<file path="config.mk">
export PLATFORM = sky130hd
export DESIGN_NAME = catch_manager
export DESIGN_NICKNAME = d
export VERILOG_FILES = /design/src/rtl/catch_manager_pkg.sv /design/src/rtl/catch_manager_rect_overlap.sv /design/src/rtl/catch_manager.sv
export SDC_FILE = /design/constraint.sdc
export NUM_CORES = 1
export LEC_CHECK = 0
export BUFFER_PORTS_ARGS = -buffer_cell sky130_fd_sc_hd__clkbuf_2
export CAP_MARGIN = 20
export CORE_ASPECT_RATIO = 1.1
export CORE_UTILIZATION = 50
export CTS_BUF_LIST = sky130_fd_sc_hd__clkbuf_4 sky130_fd_sc_hd__clkbuf_8
export DETAILED_ROUTE_END_ITERATION = 16
export GPL_TIMING_DRIVEN = 0
export PLACE_DENSITY = 0.76
export SETUP_SLACK_MARGIN = 0.3
export SLEW_MARGIN = 20
export SYNTH_ARGS = -nofsm -noshare
export SYNTH_HDL_FRONTEND = slang
export SYNTH_SLANG_ARGS = --single-unit
</file>
<file path="constraint.sdc">
create_clock -name clk -period 3.4 [get_ports clk]
set_clock_uncertainty 0.05 [all_clocks]
set_input_delay 0.34 -clock clk [delete_from_list [all_inputs] [get_ports clk]]
set_output_delay 0.34 -clock clk [all_outputs]
set_load 0.01 [all_outputs]
</file>
<file path="src/rtl/catch_manager_pkg.sv">
// Shared game definitions: FSM state encoding and the default score ceiling.
// Used by the collectible, player, display and catch-manager blocks so every
// stage agrees on the same state encodings and score range.
package catch_manager_pkg;

  typedef enum logic [1:0] {
    ST_IDLE    = 2'd0,
    ST_CARRY   = 2'd1,
    ST_DELIVER = 2'd2
  } game_state_t;

  localparam logic [9:0] SCORE_MAX_DEF = 10'd999;

endpackage

</file>
<file path="src/rtl/catch_manager_rect_overlap.sv">
// rect_overlap: combinational axis-aligned rectangle intersection test.
// Rectangles are given as top-left corner plus size. Edge sums are formed in
// 11 bits so a rectangle reaching past coordinate 1023 does not wrap.
// Touching edges (strict less-than fails) do not count as overlap.
//   ax, ay, aw, ah : rectangle A (10 bits each)
//   bx, by, bw, bh : rectangle B (10 bits each)
//   hit            : 1 when the rectangles intersect
module rect_overlap (
  input  logic [9:0] ax,
  input  logic [9:0] ay,
  input  logic [9:0] aw,
  input  logic [9:0] ah,
  input  logic [9:0] bx,
  input  logic [9:0] by,
  input  logic [9:0] bw,
  input  logic [9:0] bh,
  output logic       hit
);

  logic [10:0] a_right;
  logic [10:0] a_bottom;
  logic [10:0] b_right;
  logic [10:0] b_bottom;

  assign a_right  = {1'b0, ax} + {1'b0, aw};
  assign a_bottom = {1'b0, ay} + {1'b0, ah};
  assign b_right  = {1'b0, bx} + {1'b0, bw};
  assign b_bottom = {1'b0, by} + {1'b0, bh};

  assign hit = ({1'b0, bx} < a_right)  && ({1'b0, ax} < b_right) &&
               ({1'b0, by} < a_bottom) && ({1'b0, ay} < b_bottom);

endmodule

</file>
<file path="src/rtl/catch_manager.sv">
// catch_manager: tracks boxes caught by the player, banks them into the score
// after the player lingers in the drop zone, and throttles box spawning.
//   clk, rst (async, active-low)
//   game_en                : advance enable, everything holds when low
//   player_x/y/w/h         : player rectangle
//   box_x/y/w/h            : collectible rectangle
//   box_active             : collectible in flight
//   box_caught             : one-cycle catch pulse
//   player_is_holding_box  : spawn inhibit (full hands or delivering)
//   carry_count            : boxes held
//   score                  : banked total, saturating at SCORE_MAX
//   deliver_pulse          : one-cycle pulse on completed delivery
module catch_manager
  import catch_manager_pkg::*;
#(
  parameter logic [2:0] MAX_CARRY      = 3'd3,
  parameter logic [9:0] DROP_X_MAX     = 10'd80,
  parameter logic [7:0] DELIVER_CYCLES = 8'd30,
  parameter logic [9:0] SCORE_MAX      = SCORE_MAX_DEF
) (
  input  logic       clk,
  input  logic       rst,
  input  logic       game_en,
  input  logic [9:0] player_x,
  input  logic [9:0] player_y,
  input  logic [9:0] player_w,
  input  logic [9:0] player_h,
  input  logic [9:0] box_x,
  input  logic [9:0] box_y,
  input  logic [9:0] box_w,
  input  logic [9:0] box_h,
  input  logic       box_active,
  output logic       box_caught,
  output logic       player_is_holding_box,
  output logic [2:0] carry_count,
  output logic [9:0] score,
  output logic       deliver_pulse
);

  game_state_t state;
  logic        overlap;
  logic        overlap_q;
  logic        catch_lock;
  logic [7:0]  dcnt;
  logic        in_zone;
  logic        catch_now;

  function automatic logic [9:0] sat_add(input logic [9:0] s, input logic [2:0] c);
    logic [10:0] sum;
    sum = {1'b0, s} + {8'd0, c};
    if (sum > {1'b0, SCORE_MAX}) return SCORE_MAX;
    return sum[9:0];
  endfunction

  rect_overlap u_overlap (
    .ax (player_x),
    .ay (player_y),
    .aw (player_w),
    .ah (player_h),
    .bx (box_x),
    .by (box_y),
    .bw (box_w),
    .bh (box_h),
    .hit(overlap)
  );

  assign in_zone = (player_x <= DROP_X_MAX);

  // Uses the registered overlap, so a catch lands one cycle after the
  // intersection is first seen and box_caught appears one cycle after that.
  assign catch_now = game_en && box_active && overlap_q && !catch_lock &&
                     (carry_count < MAX_CARRY) && (state != ST_DELIVER);

  assign player_is_holding_box = (carry_count == MAX_CARRY) || (state == ST_DELIVER);

  // Stage boundary: overlap_q, catch/delivery control and score register here.
  always_ff @(posedge clk or negedge rst) begin
    if (!rst) begin
      state         <= ST_IDLE;
      overlap_q     <= 1'b0;
      catch_lock    <= 1'b0;
      box_caught    <= 1'b0;
      deliver_pulse <= 1'b0;
      carry_count   <= 3'd0;
      dcnt          <= 8'd0;
      score         <= 10'd0;
    end else begin
      box_caught    <= catch_now;
      deliver_pulse <= 1'b0;
      if (game_en) begin
        overlap_q <= overlap;
        // One catch per flight: the lock is only released once the box is gone.
        if (catch_now)        catch_lock <= 1'b1;
        else if (!box_active) catch_lock <= 1'b0;

        case (state)
          ST_IDLE: begin
            if (catch_now) begin
              carry_count <= carry_count + 3'd1;
              state       <= ST_CARRY;
            end
          end
          ST_CARRY: begin
            // A catch on the zone-entry cycle still counts toward this delivery.
            if (catch_now) carry_count <= carry_count + 3'd1;
            if (in_zone) begin
              state <= ST_DELIVER;
              dcnt  <= 8'd0;
            end
          end
          ST_DELIVER: begin
            if (!in_zone) begin
              state <= ST_CARRY;
              dcnt  <= 8'd0;
            end else if (dcnt == DELIVER_CYCLES - 8'd1) begin
              score         <= sat_add(score, carry_count);
              carry_count   <= 3'd0;
              deliver_pulse <= 1'b1;
              state         <= ST_IDLE;
              dcnt          <= 8'd0;
            end else begin
              dcnt <= dcnt + 8'd1;
            end
          end
          default: state <= ST_IDLE;
        endcase
      end
    end
  end

endmodule

</file>
---- Word level (Yosys, flattened, before mapping) ----
Index checks and enable logic that the tools add are counted.
operators by class
  div/mod/pow operators ................... 0
  add/subtract/negate cells ............... 7
  multiplexer cells ....................... 26
  $lt $le $gt $ge ......................... 7
  bitwise operators ....................... 0
  shift-type cells ........................ 0
  reduce and logical (&&, ||, !) cells .... 19
  eq/ne operators ......................... 12
  multiply operators ...................... 0
operators with widths
  cell                                                                                number
  10-bit by 10-bit adder with 11-bit output                                           4
  10-bit by 11-bit < comparator with 1-bit output                                     4
  8-bit two-way mux                                                                   3
  10-bit two-way mux                                                                  2
  8-bit one-hot mux with 2 select lines                                               1
  10-bit by 3-bit adder with 11-bit output                                            1
  11-bit by 10-bit greater-than comparator with 1-bit output (second input constant)  1
  1-bit two-way mux                                                                   11
  10-bit by 7-bit less-or-equal comparator with 1-bit output (second input constant)  1
  3-bit two-way mux                                                                   3
  8-bit by 1-bit adder with 8-bit output (second input constant)                      1
  8-bit by 5-bit equality test with 1-bit output (second input constant)              1
  1-bit logical AND                                                                   8
  2-bit two-way mux                                                                   4
  2-bit != test (second input constant)                                               4
  4-bit AND reduction                                                                 2
  2-bit by 1-bit != test with 1-bit output (second input constant)                    3
  2-bit one-hot mux with 3 select lines                                               1
  3-bit one-hot mux with 2 select lines                                               1
  5-bit AND reduction                                                                 1
  2-bit nonzero test                                                                  2
  3-bit by 1-bit adder with 3-bit output (second input constant)                      1
  3-bit by 2-bit equality test with 1-bit output (second input constant)              1
  3-bit by 2-bit < comparator with 1-bit output (second input constant)               1
  other kinds (9)                                                                     9
word-level totals
  logic and storage cells ................. 79
  memories kept ........................... 0
  latch bits .............................. 0
  memory bits (writable) .................. 0
  register bits after elaboration ......... 27
  output and inout bits ................... 16
  ROM bits ................................ 0

---- Longest topological paths before layout ----
Gate-level depths: netlist (run 1).
  depth after elaboration ................. 8
  gate-level depth with buffers ........... 15
  mapped depth without buffers ............ 15

---- Hierarchy ----
Synthesis (run 1) repeated with hierarchy kept, for this count alone.
second synthesis, totals
  cell total of the unflattened synthesis .. 475
  area, all modules ....................... 4050.1 sq um
by module, submodules not included
  module         instances  cells each  area an instance (sq um)
  rect_overlap   1          296         2358.5
  catch_manager  1          179         1691.6

---- Worst setup path after synthesis (run 1) ----
No wires, ideal clock.
  path kind ............................... input to register
  start ................................... in box_y[0]
  end ..................................... reg overlap_q
  library setup time ...................... 0.120 ns
  arrival ................................. 2.746 ns
  buffers on the path ..................... 0
  required time ........................... 3.230 ns
  path slack .............................. 0.484 ns
  cell stages on the path ................. 15
  path through ............................ ha_1 fa_1 a21oi_1 nor2b_1 o21ai_0 a21oi_1 a21oi_1 xor2_1 ha_1 a21o_1 a21oi_1 nor3_1 a21oi_1 a211o_1 and4_1
on the way
  longest elaborated chain between the ends .. 3
RTL lines
  what                                                                                                          RTL line                                                            text
  start, declared                                                                                               catch_manager.sv:29                                                 input logic [9:0] box_y,
  10-bit by 10-bit adder with 11-bit output or 10-bit by 11-bit < comparator with 1-bit output (tied branches)  catch_manager_rect_overlap.sv:28, catch_manager_rect_overlap.sv:31
  10-bit by 11-bit < comparator with 1-bit output or 1-bit logical AND (tied branches)                          catch_manager_rect_overlap.sv:31, catch_manager_rect_overlap.sv:30
  1-bit logical AND (*)                                                                                         catch_manager_rect_overlap.sv:31                                    ({1'b0, by} < a_bottom) && ({1'b0, ay} < b_bottom);
  end signal, assigned                                                                                          catch_manager.sv:91                                                 overlap_q <= overlap;
  end, declared                                                                                                 catch_manager.sv:42                                                 logic overlap_q;
Mark *: on every way between the ends. The rest lies on a longest branch, timed or not.
A chain may end at the register's enable or synchronous reset.

---- Worst setup path after layout (run 1) ----
  start ................................... in player_x[0]
  end ..................................... reg overlap_q
on the way
  longest elaborated chain between the ends .. 5
RTL lines
  what                                             RTL line                          text
  start, declared                                  catch_manager.sv:24               input logic [9:0] player_x,
  10-bit by 10-bit adder with 11-bit output        catch_manager_rect_overlap.sv:25  assign a_right = {1'b0, ax} + {1'b0, aw};
  10-bit by 11-bit < comparator with 1-bit output  catch_manager_rect_overlap.sv:30  assign hit = ({1'b0, bx} < a_right) && ({1'b0, ax} < b_right) &&
  1-bit logical AND (*) (2 in a row)               catch_manager_rect_overlap.sv:30
  1-bit logical AND (*)                            catch_manager_rect_overlap.sv:31
Marked as above.

==> results_dict.tcl, run 1 <==
set metrics [dict create \
    outcome "complete, no violations" \
    netlist_area_sq_mm 0.003891 \
    postCtsHoldBufs 0 \
    cts_buffer_depth 2 \
    crit_path_max_fanout 3 \
    core-area_sq_mm 0.007515 \
    ys_warn_count 0 \
    firstDrtPassIters 4 \
    ys_ff_latch 27 \
    cp_num_buf_inv 1 \
    slew_viol_final 0 \
    gr-total-overflow 0 \
    power.density_mw_per_mm2 242.4 \
    clkLatencyLatePin_ps 280 \
    grt_max_degree 28 \
    max_stage_delay_ps 410 \
    rsz0062_at_grt "false" \
    ys_types 57 \
    synth-edff-count 0 \
    crit_top_cell "ha_1" \
    gp_congestion 0.9029 \
    cts_sinks 27 \
    io_buffers 98 \
    synth.area.top_cells "ha_1, dfrtp_1, a21oi_1" \
    fin_area_sq_mm 0.004574 \
    worst_pin_slew_ps 670.8 \
    place_ws_ps 88.99 \
    num-nets-final 739 \
    synth_nets 636 \
    ant_nets 0 \
    yosys.area.top_type "ha_1" \
    p_leak_nw 2.304 \
    syn_avg_cell_area_sq_um 8.386 \
    min_period_ps 2905 \
    h-tree-depth 1 \
    die_height_um 94.53 \
    drive_gt1_share_pct 21.38 \
    cts_tree "yes" \
    grt_pass1_wl_um 15410 \
    n_fill_cell 692 \
    relSlewSlack_pct 55.28 \
    min_period_over_period_pct 85.45 \
    antenna_found_initial 0 \
    fmax_ghz 0.3442 \
    grt_pass1_vias 3650 \
    setup_viol 0 \
    die-width_um 86.11 \
    synth_flop_cell "dfrtp_1" \
    max-cap-violations 0 \
    endpoint_kind "register" \
    area_growth_pct 17.56 \
    place_area_sq_mm 0.004513 \
    crit_chain "clkbuf_2 > ha_1 > fa_1 > a21oi_1 > o21bai_1 > nor2_1 > xor2_1 > ha_1 > nand4_1 > nor3_1 > o311ai_0 > a221o_1 > and4_1" \
    vias_per_cell 5.735 \
    routed_wl_um 9388 \
    path_class "input port to register" \
    num_rows 33 \
    hold_path.class "input port to async pin" \
    setup_slack_ps 494.8 \
    cts_root_buf "clkbuf_8" \
    final-hold-violation-count 0 \
    cp-startpoint "player_x[0]" \
    clk_pin_slew_worst_paths_ps 100 \
    worstPathRequired_ps 3530 \
    initial_core_util_pct 51.78 \
    die_area_sq_mm 0.008140 \
    antenna_cells 0 \
    yosysTopAreaCellShare_pct 26.69 \
    worst_path_dominant_cell_family "adder cells" \
    worst-endpoint-arrival_ps 3040 \
    io_pins 100 \
    seq_area_frac_synth_pct 17.36 \
    vdd_drop_max_uv 146.4 \
    worstSetupStartpointType "input port" \
    hpwlAfterDp_um 7971 \
    drtIter0Drc 167 \
    cts_buffers 3 \
    critPathSlowestCell "fa_1" \
    netlist_instances 464 \
    wire_per_inst_um 13.99 \
    r2r-start "carry_count[0]$_DFFE_PN0P_" \
    num_vias 3848 \
    synthArstFlopShare_pct 100.0 \
    drc 0 \
    fin_tns_setup_ps 0 \
    grt_use_total_pct 23.03 \
    postCtsSetupRepairBufs 0 \
]
==> per-stage QoR <==
step                instances  power (mW)  hold slack (ps)  util, %
floorplan                 464      0.7485           -5.591        -
global placement          667      0.8880            360.6    60.06
detailed placement        667      0.9139            358.3    60.06
CTS                       671       1.114            44.66    60.72
global route              671       1.211            75.03    60.87
finish                    671       1.109            21.61    60.87
==> state kept, by name (all words and copies together) (netlist names) <==
register / flops
carry_count: 3
score: 10
dcnt: 8
deliver_pulse: 1
state: 2
overlap_q: 1
box_caught: 1
catch_lock: 1
==> Yosys cell counts, drive strengths merged, types with 10 or more instances <==
master,number
o21ai,38
ha,83
xor2,20
dfrtp,27
nor2b,14
nor3,10
xnor2,10
nand4,11
a21o,10
nand3,12
nor2,38
inv,19
a21oi,43
nand2,23
==> per-layer routing <==
| layer | share of wire [%] | track usage (%) | up-vias |
|---|---|---|---|
| li1 | - | - | 1967 |
| met1 | 44 | 27.94 | 1758 |
| met2 | 50 | 42.59 | 108 |
| met3 | 3.8 | 1.748 | 15 |
| met4 | 1.6 | 7.917 | 0 |
| met5 | 0 | 0 | - |
==> logic make-up after synthesis <==
group,Yosys count,share of synthesized area [%]
buffers and inverters,24,2.411
AO/OA/AOI/OAI,151,24.63
adder cells (fa/ha/maj),88,29.26
multiplexers,1,0.3857
XOR/XNOR,30,6.752
flip-flops,27,17.36
AND/OR/NAND/NOR,143,19.20
==> layout by cell type, fill, tap and decap left out, types with 4 or more instances in the layout <==
cell type,n
clkbuf_2,99
ha_1,83
a21oi_1,43
nor2_1,38
o21ai_0,37
dfrtp_1,27
nand2_1,23
xor2_1,20
inv_1,19
nor2b_1,14
nand4_1,11
nand3_1,11
a21o_1,10
nor3_1,10
xnor2_1,10
a211oi_1,8
a31oi_1,8
o21a_1,7
nand2b_1,6
or3_1,5
or2_2,5
o31ai_1,5
fa_1,5
a31o_2,4
o21bai_1,4
and3_1,4
==> cell type report <==
class,count,area (sq um),area share (%)
multi-input cells,413,3133,68.49
flip-flops and latches,27,675.6,14.77
repair buffers,98,490.5,10.72
well taps,105,131.4,2.872
inverters,20,76.32,1.668
clock buffers,3,41.29,0.9026
plain buffers,4,17.52,0.3829
clock inverters,1,8.758,0.1915
==> worst reg2reg max path: stages (launching register included) <==
cell and delay, ps:
dfrtp_1 470, ha_1 290, fa_1 430, a21oi_1 460, o21ai_0 180, a221oi_1 270, o211ai_1 230, and2_1 250
a31oi_1 170
==> repair_timing <==
item                                   CTS  global route
gates resized for setup                  0             3
endpoints found under the hold margin    0             0
setup endpoints to repair                0             1
==> report_power, final <==
part | leakage, nW | internal (mW) | total [mW] | switching [mW]
combinational | 1.92 | 0.277 | 0.583 | 0.306
clock | 0.0261 | 0.0863 | 0.198 | 0.112
sequential | 0.355 | 0.326 | 0.328 | 0.00212
==> final timing paths <==
check,slack [ps],depth (start not counted),to
worst max-delay path,490,13,overlap_q$_DFFE_PN0P_
worst min-delay path,20,1,dcnt[7]$_DFFE_PN0P_
worst max register to register,510,8,score[0]$_DFFE_PN0P_
worst min register to register,480,1,dcnt[4]$_DFFE_PN0P_
max in group asynchronous,2850,1,score[7]$_DFFE_PN0P_
min in group clk,280,3,catch_lock$_DFFE_PN0P_
Power figures use the tool's default switching activity.
==> run 2: changes to the inputs <==
--- a/config.mk
+++ b/config.mk
@@ -8,13 +8,14 @@
 export BUFFER_PORTS_ARGS = -buffer_cell sky130_fd_sc_hd__clkbuf_2
 export CAP_MARGIN = 20
 export CORE_ASPECT_RATIO = 1.1
-export CORE_UTILIZATION = 50
+export CORE_UTILIZATION = 56
 export CTS_BUF_LIST = sky130_fd_sc_hd__clkbuf_4 sky130_fd_sc_hd__clkbuf_8
 export DETAILED_ROUTE_END_ITERATION = 16
 export GPL_TIMING_DRIVEN = 0
-export PLACE_DENSITY = 0.76
+export PLACE_DENSITY = 0.84
 export SETUP_SLACK_MARGIN = 0.3
 export SLEW_MARGIN = 20
 export SYNTH_ARGS = -nofsm -noshare
 export SYNTH_HDL_FRONTEND = slang
 export SYNTH_SLANG_ARGS = --single-unit
+export TNS_END_PERCENT = 5
==> results_dict.tcl, run 2 (synthesized netlist as in run 1, its figures left out) <==
set metrics [dict create \
    area_growth_pct 16.85 \
    p_leak_nw 2.305 \
    crit_top_cell "ha_1" \
    clkLatencyLatePin_ps 280 \
    cts_sinks 27 \
    io_buffers 98 \
    final-hold-violation-count 0 \
    initial_core_util_pct 58.67 \
    seqCellArea_sq_um 675.6 \
    layout_common_cells "clkbuf_2, ha_1, a21oi_1, nor2_1, o21ai_0" \
    antenna_cells 0 \
    num-nets-final 739 \
    max_stage_delay_ps 410 \
    grt_max_degree 28 \
    gp_congestion 0.9082 \
    grt_pass1_wl_um 15680 \
    multi_input_comb_area_sq_mm 0.003138 \
    max-cap-violations 0 \
    clk_pin_slew_worst_paths_ps 90 \
    hpwlAfterDp_um 7954 \
    ant_nets 0 \
    worstSetupStartpointType "input port" \
    cts_resized 0 \
    drc 0 \
    die_area_sq_mm 0.007286 \
    rsz0062_at_grt "false" \
    antenna_found_initial 0 \
    num_vias 3925 \
    path_class "input port to register" \
    grt_use_total_pct 26.82 \
    vdd_drop_max_uv 275.0 \
    worst-endpoint-arrival_ps 3010 \
    final_common_cell "clkbuf_2" \
    outcome "complete, no violations" \
    crit_path_max_fanout 3 \
    drtIter0Drc 132 \
    slew_viol_final 0 \
    drive_gt1_share_pct 21.55 \
    largest_reg_flops 10 \
    p_total_mw 1.104 \
    top_regs "score x10, dcnt x8, carry_count x3" \
    routed_wl_um 9366 \
    fmax_ghz 0.3463 \
    fin_tns_setup_ps 0 \
    min_period_ps 2888 \
    cts_buffer_depth 2 \
    cts_root_buf "clkbuf_8" \
    gr-total-overflow 0 \
    num_rows 31 \
    power.density_mw_per_mm2 242.9 \
    n_fill_cell 558 \
    die_height_um 89.43 \
    relSlewSlack_pct 54.60 \
    crit_chain "clkbuf_2 > ha_1 > fa_1 > a21oi_1 > o21bai_1 > nor2_1 > xor2_1 > ha_1 > nand4_1 > nor3_1 > o311ai_0 > a221o_1 > and4_1" \
    worst_pin_slew_ps 681.0 \
    hold_path.class "input port to async pin" \
    vias_per_cell 6.057 \
    core-area_sq_mm 0.006633 \
    wire_per_inst_um 14.45 \
    cts_tree "yes" \
    cts_buffers 3 \
    min_period_over_period_pct 84.93 \
    setup_viol 0 \
    die-width_um 81.48 \
    postCtsSetupRepairBufs 0 \
    firstDrtPassIters 4 \
    postCtsHoldBufs 0 \
    regMostFlops "score" \
    critPathSlowestCell "fa_1" \
    worstPathRequired_ps 3530 \
    endpoint_kind "register" \
    grt_pass1_vias 3699 \
    io_pins 100 \
    h-tree-depth 1 \
]
-- run 2: critical path: cells and delay by family --
kind                       cells  cell delay, ps
AOI/OAI and AO/OA              4             910
xor gates and xnor gates       1              80
adders and majority gates      3             960
buffers and inverters          1             100
and+or+nand+nor                4             620
-- run 2: final timing paths --
path / slack (ps) / start / cells past startpoint / to
max: 510 / player_x[0] / 13 / overlap_q$_DFFE_PN0P_
min in group clk: 320 / box_active / 3 / catch_lock$_DFFE_PN0P_
max in group asynchronous: 2830 / rst / 1 / catch_lock$_DFFE_PN0P_
max reg2reg: 570 / carry_count[0]$_DFFE_PN0P_ / 8 / score[0]$_DFFE_PN0P_
min: 40 / rst / 1 / carry_count[1]$_DFFE_PN0P_
min reg2reg: 440 / dcnt[7]$_DFFE_PN0P_ / 1 / dcnt[7]$_DFFE_PN0P_
-- run 2: layer usage --
metal	GRT usage, %	vias up	routed length [um]
met4	8.604	0	204
li1	-	1970	-
met1	32.05	1817	3991
met5	0	-	0
met2	50.15	116	4801
met3	2.041	22	369
-- run 2: metrics by stage --
stage | instances | hold slack, ps | utilization [%] | instance area, sq um | setup slack, ps
3_5_place_dp | 644 | 353.8 | 67.61 | 4484 | 94.39
2_1_floorplan | 464 | -5.591 | - | 3891 | 483.7
5_1_grt | 648 | 84.27 | 68.55 | 4547 | 304.7
6_report | 648 | 36.24 | 68.55 | 4547 | 512.4
3_3_place_gp | 644 | 352.2 | 67.61 | 4484 | 160.0
4_1_cts | 648 | 46.12 | 68.31 | 4531 | 382.3
-- run 2: where the power goes --
part / switching, mW / total, mW / leakage (nW) / internal [mW]
registers: 0.00170 / 0.328 / 0.355 / 0.326
clock network: 0.102 / 0.185 / 0.0255 / 0.0823
logic: 0.312 / 0.592 / 1.92 / 0.280
total: 0.416 / 1.10 / 2.30 / 0.688
-- run 2: layout make-up --
| cell class | instances | area share (%) |
|---|---|---|
| well taps | 82 | 2.256 |
| repair buffers | 98 | 10.79 |
| clock buffers | 3 | 0.9081 |
| flip-flops and latches | 27 | 14.86 |
| plain buffers | 4 | 0.3853 |
| multi-input cells | 413 | 69.01 |
| inverters | 20 | 1.679 |
| clock inverters | 1 | 0.1101 |
